<file path="config.mk">
export PLATFORM = sky130hd
export DESIGN_NAME = serial_sequence_generator
export DESIGN_NICKNAME = d
export VERILOG_FILES = /design/src/rtl/serial_sequence_generator.sv
export SDC_FILE = /design/constraint.sdc
export NUM_CORES = 1
export LEC_CHECK = 0
export BUFFER_PORTS_ARGS = -buffer_cell sky130_fd_sc_hd__buf_2
export CORE_ASPECT_RATIO = 1.75
export CORE_MARGIN = 2
export CORE_UTILIZATION = 50
export DETAILED_ROUTE_END_ITERATION = 6
export PLACE_DENSITY = 0.73
export SLEW_MARGIN = 40
export SYNTH_ARGS = -nofsm -noshare
export SYNTH_HDL_FRONTEND = slang
export SYNTH_SLANG_ARGS = --single-unit
</file>
<file path="constraint.sdc">
create_clock -name clk -period 2.1 [get_ports clk]
set_input_delay 0.42 -clock clk [delete_from_list [all_inputs] [get_ports clk]]
set_output_delay 0.42 -clock clk [all_outputs]
set_load 0.005 [all_outputs]
</file>
<file path="src/rtl/serial_sequence_generator.sv">
// Serial pattern transmitter: shifts a captured pattern out MSB-first on x,
// repeating it repeat_cnt+1 times with an optional idle gap between passes.
module serial_sequence_generator #(
  parameter int PAT_W = 8,
  parameter int LEN_W = 4,
  parameter int CNT_W = 4,
  parameter int GAP   = 1
) (
  input  logic             clk,
  input  logic             rst,
  input  logic             start,
  input  logic             abort,
  input  logic [PAT_W-1:0] pattern,
  input  logic [LEN_W-1:0] len,
  input  logic [CNT_W-1:0] repeat_cnt,
  output logic             x,
  output logic             valid,
  output logic             busy,
  output logic             done
);

  localparam int GAP_W = (GAP > 1) ? $clog2(GAP + 1) : 1;

  typedef enum logic [1:0] {S_IDLE, S_SHIFT, S_GAP, S_DONE} state_t;

  state_t             state_reg, state_next;
  logic [PAT_W-1:0]   pat_reg, pat_next;
  logic [LEN_W-1:0]   len_reg, len_next;
  logic [LEN_W-1:0]   idx_reg, idx_next;
  logic [CNT_W-1:0]   pass_reg, pass_next;
  logic [GAP_W-1:0]   gap_reg, gap_next;
  logic               load_reg, load_next;
  logic               x_reg, x_next;
  logic               valid_reg, valid_next;
  logic               busy_reg, busy_next;
  logic               done_reg, done_next;
  logic [PAT_W-1:0]   shifted;

  always_comb begin
    state_next = state_reg;
    pat_next   = pat_reg;
    len_next   = len_reg;
    idx_next   = idx_reg;
    pass_next  = pass_reg;
    gap_next   = gap_reg;
    load_next  = 1'b0;

    case (state_reg)
      S_IDLE: begin
        // load_reg marks the one-cycle latency slot between capture and the
        // first bit; starts seen during that slot are ignored.
        if (load_reg) begin
          if (len_reg == '0) begin
            state_next = S_DONE;
          end else begin
            state_next = S_SHIFT;
            idx_next   = len_reg - LEN_W'(1);
          end
        end else if (start) begin
          pat_next  = pattern;
          len_next  = (len > LEN_W'(PAT_W)) ? LEN_W'(PAT_W) : len;
          pass_next = repeat_cnt;
          load_next = 1'b1;
        end
      end
      S_SHIFT: begin
        if (abort) begin
          state_next = S_IDLE;
        end else if (idx_reg == '0) begin
          if (pass_reg != '0) begin
            pass_next = pass_reg - CNT_W'(1);
            if (GAP > 0) begin
              state_next = S_GAP;
              gap_next   = GAP_W'((GAP > 0) ? GAP - 1 : 0);
            end else begin
              idx_next = len_reg - LEN_W'(1);
            end
          end else begin
            state_next = S_DONE;
          end
        end else begin
          idx_next = idx_reg - LEN_W'(1);
        end
      end
      S_GAP: begin
        if (abort) begin
          state_next = S_IDLE;
        end else if (gap_reg == '0) begin
          state_next = S_SHIFT;
          idx_next   = len_reg - LEN_W'(1);
        end else begin
          gap_next = gap_reg - GAP_W'(1);
        end
      end
      S_DONE: begin
        state_next = S_IDLE;
      end
      default: begin
        state_next = S_IDLE;
      end
    endcase

    // Outputs are registered from the next state so they line up with it.
    shifted    = pat_reg >> idx_next;
    x_next     = (state_next == S_SHIFT) ? shifted[0] : 1'b1;
    valid_next = (state_next == S_SHIFT);
    busy_next  = (state_next != S_IDLE);
    done_next  = (state_next == S_DONE);
  end

  always_ff @(posedge clk) begin
    if (rst) begin
      state_reg <= S_IDLE;
      pat_reg   <= '0;
      len_reg   <= '0;
      idx_reg   <= '0;
      pass_reg  <= '0;
      gap_reg   <= '0;
      load_reg  <= 1'b0;
      x_reg     <= 1'b1;
      valid_reg <= 1'b0;
      busy_reg  <= 1'b0;
      done_reg  <= 1'b0;
    end else begin
      state_reg <= state_next;
      pat_reg   <= pat_next;
      len_reg   <= len_next;
      idx_reg   <= idx_next;
      pass_reg  <= pass_next;
      gap_reg   <= gap_next;
      load_reg  <= load_next;
      x_reg     <= x_next;
      valid_reg <= valid_next;
      busy_reg  <= busy_next;
      done_reg  <= done_next;
    end
  end

  assign x     = x_reg;
  assign valid = valid_reg;
  assign busy  = busy_reg;
  assign done  = done_reg;

endmodule

</file>
## Word level (Yosys, flattened, before mapping)

Index checks and enable logic that the tools add are counted.

| operators by class | value |
|---|---|
| shift-type cells | 1 |
| add/subtract/negate cells | 4 |
| equality and inequality tests | 11 |
| bitwise gates (word level) | 3 |
| multiplexer cells | 29 |
| order comparisons | 1 |
| reduce and logical (&&, ||, !) cells | 12 |

Operators with widths:

| operator | count |
|---|---|
| 2-to-1 mux 4 bit | 12 |
| 2-to-1 mux 2 bit | 6 |
| inequality test 2 bit, second input constant | 6 |
| one-hot mux 4 bit (3 select lines) | 1 |
| subtractor 4 x 1 -> 4 bit, second input constant | 3 |
| zero test 4 bit | 2 |
| one-hot mux 2 bit (4 select lines) | 1 |
| one-hot mux 4 bit (2 select lines) | 1 |
| >> shifter 8 x 4 -> 1 bit | 1 |
| 2-to-1 mux 1 bit | 7 |
| == test 2 bit, second input constant | 3 |
| AND reduction 6 bit | 1 |
| nonzero test 2 bit | 3 |
| AND reduction 5 bit | 1 |
| == test 2 x 1 -> 1 bit, second input constant | 2 |
| greater-than comparator 4 bit, second input constant | 1 |
| nonzero test 4 bit | 1 |
| inverter 1 bit | 3 |
| AND reduction 3 bit | 1 |
| OR reduction 3 bit | 1 |
| zero test 2 bit | 1 |
| one-hot mux 1 bit (2 select lines) | 1 |
| OR reduction 2 bit | 1 |
| subtractor 1 bit, second input constant | 1 |

| word-level totals | value |
|---|---|
| output and inout port bits | 4 |
| word-level logic and storage cells | 72 |
| input port bits | 20 |
| flip-flop bits (word level) | 28 |

## Depth between registers and ports, before layout

Gate-level depths: netlist of run 1.

| logic depth | value |
|---|---|
| depth after elaboration | 8 |
| mapped depth | 9 |
| gate-level depth less buffers | 9 |

## Worst setup path before layout of run 1

Ideal clock, no wire load.

| path | value |
|---|---|
| kind | register to register |
| from | register idx_reg[0] |
| to | register x_reg (netlist: x) |
| cell stages (with the launch flop) | 9 |
| setup slack | -100 ps |
| data arrival time | 2127 ps |
| setup time | 73 ps |
| buffers on the path | 0 |
| clock period less this slack | 2200 ps |
| cell sequence | dfxtp_1 inv_1 ha_1 nor3b_1 or3_1 and4_4 or3_4 mux2_4 o211ai_2 |

| between the ends | value |
|---|---|
| cells in the longest elaborated chain, start to end | 7 |
| elaborated cells on any way between the ends | 16 |
| classes of those cells | 1 x add/sub; 1 x eq/ne; 1 x shift; 10 x mux; 1 x bitwise; 2 x reduce/logical |

RTL lines:

| item | RTL line | RTL |
|---|---|---|
| from (decl) | 29 | `logic [LEN_W-1:0] idx_reg, idx_next;` |
| from (signal assigned) | 128 | `idx_reg <= idx_next;` |
| parallel branches: the longest is 7 deep, another holds subtractor 4 x 1 -> 4 bit | -- |  |
| to (signal assigned) | 132 | `x_reg <= x_next;` |
| to (decl) | 33 | `logic x_reg, x_next;` |

Several ways; the timed one is not identified.
A chain may end at the register's enable or synchronous reset.

## Worst setup path in the final report of run 1

| path | value |
|---|---|
| from | register len_reg[0] |
| to | register x_reg (netlist: x) |

| between the ends | value |
|---|---|
| cells in the longest elaborated chain, start to end | 7 |
| elaborated cells on any way between the ends | 14 |
| classes of those cells | 1 x add/sub; 1 x eq/ne; 1 x shift; 8 x mux; 1 x bitwise; 2 x reduce/logical |

RTL lines:

| item | RTL line | RTL |
|---|---|---|
| from (decl) | 28 | `logic [LEN_W-1:0] len_reg, len_next;` |
| from (signal assigned) | 127 | `len_reg <= len_next;` |
| parallel branches: the longest is 7 deep, another holds subtractor 4 x 1 -> 4 bit | -- |  |

Several ways; the timed one is not identified.

==> results.cfg, run 1 <==
[grt]
grt_overflow = 0
grt_busiest_layer = met2
grt.met3_usage = 0.0235
antenna_found_initial = 0
globalRouteMet2Util = 0.448
grt_pass1_vias = 1539
grt.met1_usage = 0.273
grt_pass1_wl_mm = 6.64
grt_max_degree = 25
grt.total_usage = 0.251

[sta]
tightest_slew_ns = 0.470
finClkSkew_ns = 0.00319
final_hold_viol_count = 0
final-setup-viol-count = 0
fmax_ghz = 0.487
tns_ns = 0
slew_violations = 0
grt_setup_unrepaired = yes
period_minus_slack_ns = 2.06
slew_headroom = 0.685
finalCritPeriodShare = 0.979

[finish]
fin_nets = 269
drive_gt1_frac = 0.391
register_area_um2 = 547
largest_register_ffs = 8
multi_input_area_um2 = 1000
n_antenna_cell = 0
fill_cells = 246
synthToLayoutAreaGrowth_pct = 35.0

[route]
firstDrtPassIters = 4
drt_iter0_drc = 31
vias = 1570
drc_errors = 0
ant_nets = 0
viasPerCell = 5.79
wire_per_inst_um = 15.2
routed_wl_mm = 4.11

[worst_setup_path]
arrival_ns = 2.23
cp_data_required_time_ns = 2.27
critical_path_class = flop to flop
path_max_fanout = 5
worst_setup_path_end_kind = flop
startpoint = len_reg[0]$_SDFFE_PP0P_
start_kind = flop
r2r-start = len_reg[0]$_SDFFE_PP0P_

[synth]
avgSynthCellArea_um2 = 7.96
synth_nets = 215
synth_flop_cell = dfxtp_1
async_flop_share = 0
seq_area_frac_synth = 0.357
yosysWarnings = 0
synth_top_cell_by_area = dfxtp_1
syn_area_um2 = 1510
syn_inst = 190
synth_edf_count = 0
synth_compound_area_frac = 0.203
synth_fa_ha_area_frac = 0.0414
ys_ff_latch = 27
synthTopCellsByArea = dfxtp_1 36%, a21oi_1 7.9%, nand2_1 6.5%
ys_types = 46
muxShareOfSynthArea = 0.0232
synth_simple_gate_area_frac = 0.314
synth_xor_xnor_area_share = 0.0116
yosysTopAreaCellShare = 0.357
synth_top_family_by_area = simple AND/OR/NAND/NOR gates

[cts]
clock-root-buffer = clkbuf_8
cts_made_buffers = 3
ctsHoldBuffers = 0
clk_pin_slew_ns = 0.09
clock_path_buffers = 2
cts_tree = built
htreeDepth = 1
clock_latency_ns = 0.28
cts_sinks = 27

[pwr]
p_sw_mw = 0.500
p_total_mw = 1.49
p_int_mw = 0.991
p_per_area_nw_per_um2 = 730
leakage_nw = 0.826
p_comb_frac = 0.386
p_sw_frac = 0.335
power_frac_clock = 0.209
ir_drop_v = 0.000452
seqPwrFrac = 0.405

[place]
hpwl_mm = 3.00
place.gp.congestion = 0.882
io_buffers = 23

[hold_path]
min_from = pattern[0]
hold_path_class = input port to flop

[die]
die_w_um = 45.6
design.core.area_um2 = 2900
die_h_um = 76.8
rows = 26
start_util = 0.522
die-area_um2 = 3500
ios = 24

[status]
outcome = complete, no violations

[flow_run]
cap_violations = 0
[cells in the final DEF, fill, tap and decap left out, types with 2 or more instances in the layout]
| master | count |
|---|---|
| or3_1 | 3 |
| nand3_1 | 5 |
| inv_1 | 3 |
| mux2i_1 | 2 |
| o21bai_1 | 2 |
| nor3b_1 | 2 |
| buf_6 | 2 |
| ha_1 | 3 |
| dfxtp_1 | 22 |
| o21ai_1 | 2 |
| clkbuf_8 | 3 |
| inv_2 | 5 |
| buf_2 | 23 |
| nand2_1 | 25 |
| or3_4 | 2 |
| a21oi_1 | 23 |
| nand3b_1 | 4 |
| nor3_1 | 9 |
| nand2b_1 | 4 |
| a32oi_1 | 2 |
| dfxtp_2 | 5 |
| or2_2 | 2 |
| xnor2_1 | 2 |
| buf_4 | 32 |
| nor2_1 | 15 |
| o21ai_0 | 7 |
| nor2b_1 | 3 |
[per-layer routing]
| layer | part of all wire | wire, µm |
|---|---|---|
| met4 | 0.034 | 140 |
| met3 | 0.033 | 135 |
| met2 | 0.56 | 2290 |
| met5 | 0 | 0 |
| met1 | 0.38 | 1550 |
[kinds of logic after synthesis]
kind of cell | after synthesis
AO/OA/AOI/OAI | 49
AND/OR/NAND/NOR | 88
multiplexers | 3
flip-flops | 27
adder cells (fa/ha/maj) | 5
buffers and inverters | 16
XOR/XNOR | 2
[per-stage QoR]
stage / instance area [µm²] / std cells / utilization / hold slack, ns / worst slack (ns)
floorplan: 1540 / 190 / - / 0.433 / 0.0126
global placement: 1880 / 263 / 0.648 / 0.442 / -0.0165
detailed placement: 1880 / 263 / 0.648 / 0.444 / -0.0454
CTS: 1980 / 269 / 0.683 / 0.364 / 0.00283
global route: 2040 / 271 / 0.705 / 0.361 / -0.0419
finish: 2040 / 271 / 0.705 / 0.364 / 0.0446
[final cells by class]
cell class,count,area share
multi-input cells,147,0.491
repair buffers,57,0.185
inverters,8,0.0147
well taps,28,0.0172
clock buffers,3,0.0202
clock inverters,1,0.00368
flip-flops and latches,27,0.268
[final timing paths]
| path | endpoint | depth (start not counted) | slack (ns) |
|---|---|---|---|
| hold reg to reg | pat_reg[4]$_SDFFE_PP0P_ | 2 | 0.46 |
| hold / removal | pat_reg[0]$_SDFFE_PP0P_ | 3 | 0.36 |
| setup / recovery | x$_SDFF_PP1_ | 9 | 0.04 |
| setup reg to reg | x$_SDFF_PP1_ | 9 | 0.04 |
[timing repair]
action,CTS,global route
endpoints found under the setup margin,1,4
pin swaps,5,4
resized for setup,11,14
setup buffers,2,2
[Yosys cell counts (all sizes together) (2+ instances only)]
master  number
a21oi       24
a32oi        2
buf          2
clkbuf       6
dfxtp       27
ha           5
inv          8
mux2i        2
nand2       26
nand2b       5
nand3        6
nand3b       4
nor2        16
nor2b        4
nor3         9
nor3b        3
o211ai       2
o21ai       11
o21bai       2
or2          2
or3          5
xnor2        2
[worst max-delay path, cell delays in order, from the launching register on]
cell      delay [ns]
dfxtp_2         0.34
buf_4           0.13
buf_4           0.15
o311ai_0        0.42
buf_4           0.21
o21ai_4         0.08
nor2_4          0.15
mux2i_1         0.22
mux2_4          0.17
o211ai_2        0.06
[power by group through the flow]
stage | sequential [mW] | combinational, mW | clock, mW
after floorplan | 0.605 | 0.317 | 0
after global placement | 0.610 | 0.501 | 0
after detailed placement | 0.612 | 0.512 | 0
after CTS | 0.602 | 0.539 | 0.315
after global routing | 0.611 | 0.626 | 0.335
final | 0.604 | 0.575 | 0.312
No activity file was read; power rests on OpenSTA's default activity.
==> inputs of run 2 (changes only) <==
--- a/config.mk
+++ b/config.mk
@@ -11,6 +11,7 @@
 export CORE_UTILIZATION = 50
 export DETAILED_ROUTE_END_ITERATION = 6
 export PLACE_DENSITY = 0.73
+export SETUP_SLACK_MARGIN = 0.4
 export SLEW_MARGIN = 40
 export SYNTH_ARGS = -nofsm -noshare
 export SYNTH_HDL_FRONTEND = slang
==> run 2 against run 1 <==
Flip-flop and latch count did not move. Routed wire length rose by 13%. Design area rose by 9.4%.
==> results.cfg, run 2 (synthesis gave the netlist of run 1 again) <==
[status]
outcome = complete, no violations

[finish]
synthToLayoutAreaGrowth_pct = 47.7
n_antenna_cell = 0
final_cell_mix = 25 x buf_4, 23 x buf_2, 21 x dfxtp_1
drive_gt1_frac = 0.514
final_core_util = 0.772
layout_commonest_cell = buf_4
largest_register_ffs = 8
fin_nets = 269
instances_no_fill = 271

[pwr]
p_int_mw = 1.05
power_frac_clock = 0.193
p_per_area_nw_per_um2 = 720
leakage_nw = 0.888
p_sw_frac = 0.346
seqPwrFrac = 0.380
p_comb_frac = 0.427
ir_drop_v = 0.000622
p_total_mw = 1.61
p_sw_mw = 0.557

[worst_setup_path]
critical_path_class = flop to flop
reg2reg_to = x$_SDFF_PP1_
path_max_fanout = 5
r2r-start = len_reg[0]$_SDFFE_PP0P_
arrival_ns = 2.26
cp_data_required_time_ns = 2.32
startpoint = len_reg[0]$_SDFFE_PP0P_
worst_setup_path_end_kind = flop
start_kind = flop
setup.worst_path.end = x$_SDFF_PP1_
reg2reg_setup_slack_ns = 0.06
r2r_cells = 8

[cts]
clock-root-buffer = clkbuf_8
cts_sinks = 27
cts_tree = built
clock_path_buffers = 2
cts_made_buffers = 3
htreeDepth = 1
clk_pin_slew_ns = 0.10
clock_latency_ns = 0.28

[sta]
finClkSkew_ns = 0.00330
slew_headroom = 0.675
final-setup-viol-count = 0
finalCritPeriodShare = 0.973
period_minus_slack_ns = 2.04
tns_ns = 0
slew_violations = 0
final_hold_viol_count = 0
fmax_ghz = 0.489
grt_setup_unrepaired = yes
tightest_slew_ns = 0.487

[route]
drt_iter0_drc = 36
ant_nets = 0
firstDrtPassIters = 4
viasPerCell = 6.02
drc_errors = 0
vias = 1631
wire_per_inst_um = 17.1
routed_wl_mm = 4.63

[die]
die-area_um2 = 3500
start_util = 0.522
die_h_um = 76.8
rows = 26
die_w_um = 45.6
design.core.area_um2 = 2900
ios = 24

[place]
io_buffers = 23
dp_cells = 253
place.gp.congestion = 0.894
hpwl_mm = 3.08

[grt]
antenna_found_initial = 0
grt.met1_usage = 0.312
grt.met3_usage = 0.0306
grt_overflow = 0
globalRouteMet2Util = 0.510
grt.total_usage = 0.290
grt_pass1_vias = 1731
grt_busiest_layer = met2
grt_max_degree = 25
grt_pass1_wl_mm = 7.67

[flow_run]
cap_violations = 0

[hold_path]
hold_path_class = input port to flop
## run 2: worst min path at each step
stage               slack, ns               startpoint  cells past startpoint                       to
finish                   0.37               pattern[7]                      3  pat_reg[7]$_SDFFE_PP0P_
global route             0.37               pattern[5]                      3  pat_reg[5]$_SDFFE_PP0P_
CTS                      0.37               pattern[1]                      3  pat_reg[1]$_SDFFE_PP0P_
detailed placement       0.45  pat_reg[1]$_SDFFE_PP0P_                      2  pat_reg[1]$_SDFFE_PP0P_
global placement         0.44  pat_reg[6]$_SDFFE_PP0P_                      2  pat_reg[6]$_SDFFE_PP0P_
floorplan                0.43  pat_reg[4]$_SDFFE_PP0P_                      2  pat_reg[4]$_SDFFE_PP0P_
## run 2: power by group through the flow
stage	clock network, mW	logic, mW	registers [mW]
global placement	0	0.467	0.612
CTS	0.315	0.607	0.607
detailed placement	0	0.478	0.615
finish	0.310	0.687	0.612
global route	0.334	0.745	0.618
floorplan	0	0.326	0.605
## run 2: what timing repair did
action                                  in CTS  in global routing
resized for setup                           47                 26
buffers inserted                            11                  3
cloned                                       0                  0
endpoints found under the setup margin      25                 24
hold buffers                                 0                  0
pin swaps                                   17                 12
## run 2: cell type report
cell class | instances | area [µm²]
well taps | 28 | 35.0
repair buffers | 57 | 413
fillers | 205 | 661
multi-input cells | 147 | 1160
flip-flops and latches | 27 | 551
clock buffers | 3 | 41.3
inverters | 8 | 30.0
clock inverters | 1 | 7.51
## run 2: metal layers
| metal | vias up | wire length [µm] |
|---|---|---|
| met5 | - | 0 |
| met4 | 0 | 218 |
| met3 | 17 | 131 |
| met2 | 48 | 2560 |
| met1 | 788 | 1730 |
| li1 | 778 | - |
## run 2: stage by stage
| stage | hold slack (ns) | setup WS (ns) | area [µm²] |
|---|---|---|---|
| 2_1_floorplan | 0.433 | 0.0545 | 1550 |
| 3_3_place_gp | 0.445 | 0.0193 | 1810 |
| 3_5_place_dp | 0.452 | -0.0299 | 1810 |
| 4_1_cts | 0.369 | 0.0831 | 2120 |
| 5_1_grt | 0.370 | -0.0190 | 2230 |
| 6_report | 0.367 | 0.0566 | 2230 |
## run 2: worst max-delay path, stage by stage (launching register included)
cell,delay [ns]
dfxtp_2,0.34
inv_2,0.07
ha_4,0.12
or3b_4,0.45
nand3_4,0.10
nor2_2,0.05
or3_4,0.40
mux2_4,0.31
o211ai_2,0.13
